File: src/rtl/counter_updown_tc.sv
// counter_updown_tc
//   Up/down iteration counter with parallel load, a run-time upper limit,
//   and a compile-time choice of saturate or wrap at the terminal value.
//   Emits a registered one-cycle terminal-count pulse on arrival.
//
// Parameters
//   dw    : width of result, load_val and limit
//   WIDTH : value of result after reset (not clamped to limit)
//   WRAP  : 0 = saturate at the terminal value, 1 = wrap around
//
// Ports
//   clk      in   clock, all state changes on posedge
//   reset    in   synchronous, active-high, highest priority
//   ena      in   count enable, one step per cycle
//   up       in   step direction: 1 = increment, 0 = decrement
//   load     in   synchronous load strobe (beats ena)
//   load_val in   value to load, clamped to limit
//   limit    in   upper terminal value, sampled every cycle
//   result   out  registered count
//   zero     out  combinational result == 0
//   at_limit out  combinational result >= limit
//   tc       out  registered terminal-count pulse
module counter_updown_tc #(
  parameter int dw    = 8,
  parameter int WIDTH = 7,
  parameter bit WRAP  = 1'b0
) (
  input  logic          clk,
  input  logic          reset,
  input  logic          ena,
  input  logic          up,
  input  logic          load,
  input  logic [dw-1:0] load_val,
  input  logic [dw-1:0] limit,
  output logic [dw-1:0] result,
  output logic          zero,
  output logic          at_limit,
  output logic          tc
);

  logic [dw-1:0] result_reg, result_next;
  logic [dw-1:0] term;
  logic          tc_reg, tc_next;

  always_comb begin
    result_next = result_reg;
    tc_next     = 1'b0;
    // Terminal value depends on the direction sampled this cycle.
    term        = up ? limit : '0;

    if (load) begin
      result_next = (load_val > limit) ? limit : load_val;
    end else if (ena) begin
      if (up) begin
        // Compare before adding so the increment can never overflow; a
        // result above a freshly lowered limit snaps to it (or wraps).
        if (result_reg < limit) result_next = result_reg + dw'(1);
        else if (WRAP)          result_next = '0;
        else                    result_next = limit;
      end else begin
        if (result_reg != '0)   result_next = result_reg - dw'(1);
        else if (WRAP)          result_next = limit;
        else                    result_next = '0;
      end
      // Pulse only on arrival: staying on the terminal or leaving it by
      // wrapping does not count.
      tc_next = (result_next == term) && (result_reg != term);
    end
  end

  always_ff @(posedge clk) begin
    if (reset) begin
      result_reg <= dw'(WIDTH);
      tc_reg     <= 1'b0;
    end else begin
      result_reg <= result_next;
      tc_reg     <= tc_next;
    end
  end

  assign result   = result_reg;
  assign tc       = tc_reg;
  assign zero     = (result_reg == '0);
  assign at_limit = (result_reg >= limit);

endmodule

File: config.mk
export PLATFORM = sky130hd
export DESIGN_NAME = counter_updown_tc
export DESIGN_NICKNAME = d
export VERILOG_FILES = /design/src/rtl/counter_updown_tc.sv
export SDC_FILE = /design/constraint.sdc
export NUM_CORES = 1
export LEC_CHECK = 0
export CORE_UTILIZATION = 58
export DETAILED_ROUTE_END_ITERATION = 10
export GPL_TIMING_DRIVEN = 0
export PLACE_DENSITY = 0.87
export SLEW_MARGIN = 20
export SYNTH_ARGS = -nofsm -noshare
export SYNTH_HDL_FRONTEND = slang
export SYNTH_SLANG_ARGS = --single-unit
File: constraint.sdc
create_clock -name clk -period 5.3 [get_ports clk]
set_clock_uncertainty 0.15 [all_clocks]
set_input_delay 0.795 -clock clk [delete_from_list [all_inputs] [get_ports clk]]
set_output_delay 0.795 -clock clk [all_outputs]
set_load 0.03 [all_outputs]
# ---- Yosys cells after proc, flatten, opt, wreduce, memory -nomap -nowiden
# Cells that the tools add are included.
dict set report op_classes {
  addsub 2
  order_cmp 3
  reduce_logical 5
  muxes 9
  bitwise_logic 1
  n_eq_ne 2
}
# cell n
set op_table {}
lappend op_table {{8-bit two-way mux} 9}
lappend op_table {{8-bit by 1-bit adder with 8-bit output, second input constant} 1}
lappend op_table {{8-bit equality test} 1}
lappend op_table {{8-bit >= comparator} 1}
lappend op_table {{8-bit > comparator} 1}
lappend op_table {{8-bit zero test} 1}
lappend op_table {{8-bit less-than comparator} 1}
lappend op_table {{8-bit inequality test} 1}
lappend op_table {{8-bit nonzero test} 1}
lappend op_table {{8-bit by 1-bit subtractor with 8-bit output, second input constant} 1}
lappend op_table {{3-bit OR reduction} 1}
lappend op_table {{2-bit nonzero test} 1}
lappend op_table {{1-bit logical AND} 1}
lappend op_table {{1-bit inverter} 1}
dict set report word_totals {
  input_bits 21
  reg_bits 9
  output_inout_bits 11
  elab_cells 24
}

# ---- Longest topological paths before layout
# Gate-level depths: netlist of the first run.
dict set report depth {
  ltp_word 7
  mapped_depth 12
  ltp_nobuf 10
}

# ---- Least setup slack after synthesis of the first run
# OpenSTA, ideal clock, no wires.
dict set report synth_timing {
  kind {input port to output port}
  startpoint {input limit[7]}
  endpoint {output at_limit}
  required_time_ps 4355
  n_path_buf 2
  stages 8
  setup_slack_ps 1767
  t_arrival_ps 2588
  cell_sequence {clkbuf_1 > inv_1 > ha_1 > a41o_1 > a21oi_2 > nor2b_2 > buf_4 > o21ai_0}
}
dict set report synth_via {
  elab_chain_cells 1
}
# item line_no
set synth_lines {}
lappend synth_lines {{start, declared} 34} ;# input logic [dw-1:0] limit,
lappend synth_lines {{8-bit >= comparator} 84} ;# assign at_limit = (result_reg >= limit);
lappend synth_lines {{end, declared} 37} ;# output logic at_limit,
# Every way passes these cells.

# ---- Worst setup path in the final report of the first run
dict set report layout_timing {
  startpoint {input limit[6]}
  endpoint {output at_limit}
}
# The elaborated chain is that of the path after synthesis.

==> results of run 1 <==
final cells by class:
class / count / area, µm² / area share [%]
plain buffers: 19 / 97.59 / 4.687
clock buffers: 4 / 26.28 / 1.262
inverters: 16 / 60.06 / 2.885
multi-input cells: 202 / 1429 / 68.63
flip-flops and latches: 9 / 180.2 / 8.654
well taps: 31 / 38.79 / 1.863
repair buffers: 25 / 250.2 / 12.02
metrics by stage:
stage               util, %  power [W]
CTS                   73.60  0.0003632
floorplan                 -  0.0002413
global placement      72.67  0.0003019
global route          73.60  0.0003924
finish                73.60  0.0003714
detailed placement    72.67  0.0003059
routing by layer:
metal	GRT usage, %	wire length [µm]	up-vias
met4	9.059	102	0
met2	53.61	2382	117
met5	0	0	-
met3	5.215	507	19
li1	-	-	976
met1	46.80	2182	920
cell families (layout without fill, tap and decap cells):
group	Yosys count	count (layout)	share of synthesized area [%]
AND/OR/NAND/NOR	73	73	20.68
adder cells (fa/ha/maj)	19	19	13.46
AO/OA/AOI/OAI	85	85	32.79
multiplexers	10	10	5.737
XOR/XNOR	15	15	8.215
flip-flops	9	9	10.20
buffers and inverters	35	64	8.923
cell usage in the layout (no fill, tap or decap), drive strengths merged, types with 9 or more instances in the layout:
master,count
nand2,21
clkbuf,12
inv,15
o21ai,21
nor2,16
buf,11
clkdlybuf4s50,25
a21oi,19
ha,19
mux2i,9
dfxtp,9
how the worst max path moves through the flow:
| stage | startpoint | endpoint | slack (ps) |
|---|---|---|---|
| after floorplan | limit[7] | at_limit | 1770 |
| after global placement | limit[6] | at_limit | 680 |
| after detailed placement | limit[6] | at_limit | 680 |
| after CTS | limit[6] | at_limit | 660 |
| after global routing | limit[6] | at_limit | 490 |
| final | limit[6] | at_limit | 630 |
power groups by stage:
stage	Sequential, W	Combinational (W)	Clock [W]
6_report	0.0000828	0.000228	0.0000603
5_1_grt	0.0000837	0.000248	0.0000607
3_5_place_dp	0.0000844	0.000222	0
2_1_floorplan	0.0000936	0.000148	0
4_1_cts	0.0000829	0.000223	0.0000573
3_3_place_gp	0.0000843	0.000218	0
worst max-delay path, cell delays in order:
cell and delay, ps:
clkdlybuf4s50_1 640, inv_1 170, ha_1 360, a41o_1 240, a21oi_2 290, nor2b_2 310
buf_4 220, o21ai_0 100, clkdlybuf4s50_1 600
==> impl_metrics.toml, run 1 <==
[route]
wl_um = 5174
postRouteAntennaNets = 0
first_iter_violations = 207
drtPass1Iterations = 8
vias = 2032
drc = 2
wl_per_cell_um = 16.91
routed_via_density = 6.641

[clocking]
cts_root_buffer = "clkbuf_4"
insertion_delay_ps = 280
cts_buffers = 3
cts.sinks = 9
cts.path.max_buffers = 2
clk_pin_slew_ps = 80
postCtsSetupBuffers = 0
cts_tree = "built"
ctsHtreeMaxLevel = 1
ctsHoldBuffers = 0
cts_resized = 0

[power_and_ir_drop]
p_switching_w = 0.0001736
p_sw_share_pct = 46.74
power_density_mw_per_mm2 = 178.4
seqPwrFrac_pct = 22.3
pwr-share-clk_pct = 16.2
peakVddDrop_mv = 0.1496
p_leak_nw = 0.8746
p_int_w = 0.0001978
comb_power_share_pct = 61.5

[run_status]
violations = "design-rule violations"
status = "finished, violations left"

[worst_setup_path]
worst_r2r_path_depth = 9
worstPathRequired_ps = 4360
r2r_setup_slack_ps = 2440
r2r_end = "result[5]"
cp_max_fo = 10
r2r_start = "result[7]"
crit_path_end_kind = "primary output"
cp-start-kind = "input port"
criticalPathCategory = "input port to primary output"
cp.arrival_ps = 3730

[hold_path]
worstHoldStart = "result[4]"
whs_path_depth = 3
hold_path_end = "result[4]"
hp-class = "register to register"

[synthesis]
yosysTopAreaCellShare_pct = 13.46
synthTopCellsByCount = "nand2_1 (21), o21ai_0 (20), ha_1 (19), a21oi_1 (16)"
synth_seq_cells = 9
synth.most_common_cell = "nand2_1"
synth_cell_type_count = 58
synth-seq-area-share_pct = 10.20
synth_edf_count = 0
synth_area_mm2 = 0.001767
synthFlopType = "dfxtp_1"
ys_top_cells_by_area = "ha_1 (13%), dfxtp_1 (10%), o21ai_0 (5.7%)"
async_flop_share_pct = 0
synth_top_area_cell = "ha_1"
syn_avg_cell_area_um2 = 7.182
yosys_warnings = 0
syn_inst = 246
syn-num-nets = 286

[die]
dieArea_mm2 = 0.003271
rows = 19
core_mm2 = 0.002829
dieWidth_um = 57.19
io_pins = 32
chipHeight_um = 57.19
start_util_pct = 62.45

[timing]
slew_headroom_pct = 60.16
tightest_slew_ps = 589.8
worst_slack_ps = 627.2
final-setup-viol-count = 0
hold_ws_ps = 609.3
hold_viol = 0
min_period_ps = 4673
tns_ps = 0
rsz0062_at_grt = "false"
period_share_pct = 88.17
fmax_mhz = 214.0
drv_slew = 0

[place]
place_area_mm2 = 0.002056
place_ws_ps = 675.8
port_buffers = 25
gp_congestion = 0.9144
hpwl_um = 3984
dp_cells = 302

[layout]
fill_cells = 247
area_delta_synth_final_pct = 17.85
largest_reg_flops = 8
drive_gt1_share_pct = 9.091
instances_no_fill = 306
antenna_cells = 0
finish.instance_area_mm2 = 0.002082
final_nets = 316

[global_route]
grt-ovfl-total = 0
grt_use_total_pct = 33.46
grt_max_degree = 11
grt_pass1_vias = 1840
grt_pass1_wl_um = 8597
antenna_found_initial = 0

[run]
maxCapViolCount = 0
Power figures use the tool's default switching activity.
==> inputs of run 2 (changes only) <==
Settings changed: GPL_TIMING_DRIVEN 0 to default.
==> run 2 against run 1 <==
  * The run still ends with design-rule violations left
  * Non-clock buffer count is 10 lower
  * Sequential power is 17% higher
  * Combinational power is 8% lower
  * Wire length is 1.5% lower
  * Global-route usage is 1.3 points lower
  * Final cell count is 3.3% lower
  * First-iteration DRC count is 12% lower
  * Die area stayed put
  * Count of clock-buffer cells in the layout stayed put
  * Via count is 3.5% lower
  * Register-to-register slack better by 30 ps
  * Flip-flop and latch count stayed put
==> impl_metrics.toml, run 2 (same netlist as run 1, synthesis figures left out) <==
[place]
gp_congestion = 0.9012
dp_cells = 292
port_buffers = 31
hpwl_um = 3768

[worst_setup_path]
worstPathRequired_ps = 4360
crit_path_end_kind = "primary output"
r2r_start = "result[0]"
cp-start-kind = "input port"
cp.arrival_ps = 3340
criticalPathCategory = "input port to primary output"
crit_path_start = "limit[6]"
cp_max_fo = 7

[die]
rows = 19
core_mm2 = 0.002829
dieWidth_um = 57.19
io_pins = 32
start_util_pct = 62.45
chipHeight_um = 57.19
dieArea_mm2 = 0.003271

[layout]
antenna_cells = 0
mostFrequentLayoutCells = "clkdlybuf4s50_1 (31), nand2_1 (21), o21ai_0 (20)"
largest_reg_flops = 8
area_delta_synth_final_pct = 17.00
final_nets = 306
post-route-util_pct = 73.07
drive_gt1_share_pct = 6.038
final_common_cell = "clkdlybuf4s50_1"
instances_no_fill = 296

[power_and_ir_drop]
p_leak_nw = 0.8521
p_int_w = 0.0001960
power_density_mw_per_mm2 = 176.5
p_switching_w = 0.0001689
comb_power_share_pct = 57.5
seqPwrFrac_pct = 26.5
peakVddDrop_mv = 0.1468
power_w = 0.0003648
pwr-share-clk_pct = 16.0
p_sw_share_pct = 46.29

[clocking]
cts.path.max_buffers = 2
cts_buffers = 3
cts.sinks = 9
insertion_delay_ps = 270
clk_pin_slew_ps = 70
cts_root_buffer = "clkbuf_4"
ctsHoldBuffers = 0
cts_resized = 0
cts_tree = "built"
postCtsSetupBuffers = 0
ctsHtreeMaxLevel = 1

[route]
drc = 4
wl_per_cell_um = 17.21
first_iter_violations = 183
postRouteAntennaNets = 0
wl_um = 5094
routed_via_density = 6.622
drtPass1Iterations = 7
vias = 1960

[timing]
hold_viol = 0
fmax_mhz = 233.6
tightest_slew_ps = 641.2
period_share_pct = 80.76
final-setup-viol-count = 0
tns_ps = 0
min_period_ps = 4280
slew_headroom_pct = 57.25
rsz0062_at_grt = "false"
drv_slew = 0

[hold_path]
worstHoldStart = "result[0]"
hp-class = "register to register"

[run]
maxCapViolCount = 0

[run_status]
violations = "design-rule violations"
status = "finished, violations left"

[global_route]
grt_pass1_vias = 1807
grt_max_degree = 26
grt_pass1_wl_um = 8259
antenna_found_initial = 0
grt-ovfl-total = 0
grt_use_total_pct = 32.11
==> run 2: worst paths after layout <==
check / end / slack [ps] / cells after the start
setup / recovery: at_limit / 1020 / 8
hold reg to reg: result[0] / 570 / 2
hold / removal: result[0] / 570 / 2
setup reg to reg: tc / 2470 / 11
==> run 2: power by group through the flow <==
stage          clock network, W  registers (W)  logic (W)
6_report              0.0000585      0.0000965   0.000210
3_3_place_gp                  0      0.0000968   0.000204
3_5_place_dp                  0      0.0000973   0.000206
2_1_floorplan                 0      0.0000936   0.000148
5_1_grt               0.0000636      0.0000978   0.000228
4_1_cts               0.0000576      0.0000958   0.000207
==> run 2: stage by stage <==
stage               worst slack [ps]  hold slack (ps)  area, µm²
floorplan                       1767            677.5       1767
global route                   906.1            617.6       2067
global placement                1106            545.1       2041
finish                          1020            573.2       2067
CTS                             1055            568.5       2067
detailed placement              1083            552.7       2041
==> run 2: metal layers <==
metal	share of wire [%]	GRT usage, %
met1	43	42.84
met2	47	52.77
met3	7.8	5.215
met4	1.8	10.80
met5	0	0
==> run 2: critical path: stages <==
cell and delay, ps:
clkdlybuf4s50_1 650, inv_1 150, ha_1 350, a41o_1 230, a21oi_2 230, nor2b_2 210, o21ai_0 110, clkdlybuf4s50_1 610
==> run 2: final cells by class <==
class,count,area [µm²]
Sequential cell,9,180.2
Fill cell,233,762.0
Timing Repair Buffer,34,332.8
Multi-Input combinational cell,202,1429
Tap cell,31,38.79
Clock buffer,4,26.28
Inverter,16,60.06
==> patch, RTL diff (config.mk and constraints of run 1) <==
Add an input register stage for `ena`, `up`, `load`, `load_val` and `limit`; this delays them by one clock. Comments in the files are not updated.
--- a/src/rtl/counter_updown_tc.sv
+++ b/src/rtl/counter_updown_tc.sv
@@ -38,6 +38,20 @@
   output logic          tc
 );
 
+  logic ena_q;
+  logic up_q;
+  logic load_q;
+  logic [dw-1:0] load_val_q;
+  logic [dw-1:0] limit_q;
+
+  always_ff @(posedge clk) begin
+    ena_q      <= ena;
+    up_q       <= up;
+    load_q     <= load;
+    load_val_q <= load_val;
+    limit_q    <= limit;
+  end
+
   logic [dw-1:0] result_reg, result_next;
   logic [dw-1:0] term;
   logic          tc_reg, tc_next;
@@ -46,20 +60,20 @@
     result_next = result_reg;
     tc_next     = 1'b0;
     // Terminal value depends on the direction sampled this cycle.
-    term        = up ? limit : '0;
+    term        = up_q ? limit_q : '0;
 
-    if (load) begin
-      result_next = (load_val > limit) ? limit : load_val;
-    end else if (ena) begin
-      if (up) begin
+    if (load_q) begin
+      result_next = (load_val_q > limit_q) ? limit_q : load_val_q;
+    end else if (ena_q) begin
+      if (up_q) begin
         // Compare before adding so the increment can never overflow; a
         // result above a freshly lowered limit snaps to it (or wraps).
-        if (result_reg < limit) result_next = result_reg + dw'(1);
+        if (result_reg < limit_q) result_next = result_reg + dw'(1);
         else if (WRAP)          result_next = '0;
-        else                    result_next = limit;
+        else                    result_next = limit_q;
       end else begin
         if (result_reg != '0)   result_next = result_reg - dw'(1);
-        else if (WRAP)          result_next = limit;
+        else if (WRAP)          result_next = limit_q;
         else                    result_next = '0;
       end
       // Pulse only on arrival: staying on the terminal or leaving it by
@@ -81,7 +95,7 @@
   assign result   = result_reg;
   assign tc       = tc_reg;
   assign zero     = (result_reg == '0);
-  assign at_limit = (result_reg >= limit);
+  assign at_limit = (result_reg >= limit_q);
 
 endmodule
 
Behaviour: not the same (a bounded check fails within 4 cycles, from zero or initial values and one cycle with reset high).
==> patch against run 1 <==
  * Synthesized area rose by 18%
  * Clock power rose by 150%
  * Worst hold slack got worse by 200 ps
  * Via count rose by 5.2%
  * Worst setup slack improved by 430 ps
  * Routed wire length rose by 12%
  * Non-clock buffer count rose by 3
  * Power rose by 68%
  * Utilization rose by 0.16 points
  * Die area rose by 17%
  * Final area rose by 20%
  * Sequential cell count rose by 19
  * Synthesized cell count fell by 1.2%
==> patch: results (changes against run 1) <==
status=complete, no violations; Port Buffers=31 (+24%); worst-margin pin slew=560 ps (-30.2 ps); Psw=222 uW (+28%); largest net degree at the start of global routing=17 (+6); min-delay src=load_val_q[4]$_DFF_P_; Setup WS pre-CTS=1560 ps (+886 ps); Num CTS Buffers=3 (unchanged); Total GRT Usage=0.327 (-0.00747); first drt pass iteration count=5 (-3); Critical Path AT=3300 ps (-430 ps); Adder-Cell Fraction of Synth Area=0.114 (-0.0202); post-CTS setup buffer count=0 (unchanged); clk_lat worst skew=370 ps (+90 ps); CP peak stage delay=600 ps (-40 ps); first-pass GRT wire length=9010 um (+4.8%); Seq/Total Area, Yosys=0.270 (+0.168); share of layout cells above drive strength 1=0.0899 (-0.000981); vias in the first global route=1898 (+3.2%); xor/xnor share of the synthesized area=0.0758 (-0.00634); reg2reg setup slack=2070 ps (-370 ps); nets@finish=319 (+0.95%); Synth area leaders=dfxtp_1, ha_1, xnor2_1; Via density=6.60 (-0.68%); final WL=5790 um (+12%); mux contribution to synthesized area=0.0379 (-0.0195); post-synth cell types=58 (unchanged); largest fanout on the critical path=9 (-1); Fill cells=261 (+5.7%); Peak supply drop=0.000183 V (+23%); Reg clk slew, reported paths=190 ps (+110 ps); Final GP Congestion=0.929 (+1.6%); compound-cell area share of the yosys netlist=0.261 (-0.0668); worst reg2reg endpoint=result[3]$_SDFFE_PP0P_; Hold Path Class=flop to flop; origin of the critical flop-to-flop path=limit_q[6]$_DFF_P_; Hold Path Cell Cnt=2 (-1); Final WS setup=1050 ps (+428 ps); Lkg Pwr=0.00104 uW (+19%); top cells by count, synth=dfxtp_1, ha_1, inv_1
[patch: power by group through the flow]
stage               clock, uW  combinational [uW]  sequential, uW
floorplan                   0                 146             255
global placement            0                 220             247
detailed placement          0                 225             247
CTS                       151                 227             243
global route              159                 250             245
finish                    150                 232             244
[patch: cell families after synthesis]
kind of cell    Yosys count
compound gates           76
fa+ha+maj                19
buf+inv                  32
simple gates             63
flops                    28
mux                       7
xor+xnor                 18
[patch: cell type report]
type / instances / area share
Multi-Input combinational cell: 183 / 0.552
Clock buffer: 3 / 0.00901
Sequential cell: 28 / 0.224
Timing Repair Buffer: 31 / 0.124
Buffer: 16 / 0.0320
Tap cell: 46 / 0.0230
Clock inverter: 1 / 0.0120
Inverter: 16 / 0.0240
[patch: how the worst max path moves through the flow]
stage / end / cells after the start / from
3_5_place_dp: at_limit / 8 / limit_q[6]$_DFF_P_
3_3_place_gp: at_limit / 8 / limit_q[6]$_DFF_P_
2_1_floorplan: at_limit / 7 / limit_q[6]$_DFF_P_
4_1_cts: at_limit / 8 / limit_q[6]$_DFF_P_
6_report: at_limit / 8 / limit_q[6]$_DFF_P_
5_1_grt: at_limit / 8 / limit_q[6]$_DFF_P_
[patch: metrics by stage]
| stage | total power [uW] | hold slack [ps] | cell area [sq um] | std cells |
|---|---|---|---|---|
| global route | 655 | 453 | 2500 | 324 |
| finish | 625 | 408 | 2500 | 324 |
| floorplan | 401 | 343 | 2080 | 243 |
| detailed placement | 472 | 406 | 2450 | 320 |
| global placement | 467 | 406 | 2450 | 320 |
| CTS | 621 | 431 | 2500 | 324 |
[patch: worst reg2reg max path: stages, from the launching register on]
cell	delay, ps
dfxtp_1	350
clkbuf_1	320
inv_1	190
ha_1	350
a41o_1	230
a21oi_1	410
buf_2	300
nand2_1	90
o311ai_0	550
a32o_1	240
[patch: routing by layer]
layer / vias up / global-route usage / routed length, um
met5: - / 0 / 0
met4: 0 / 0.124 / 217
met3: 31 / 0.0642 / 519
met2: 143 / 0.538 / 2770
met1: 979 / 0.424 / 2290
li1: 984 / - / -
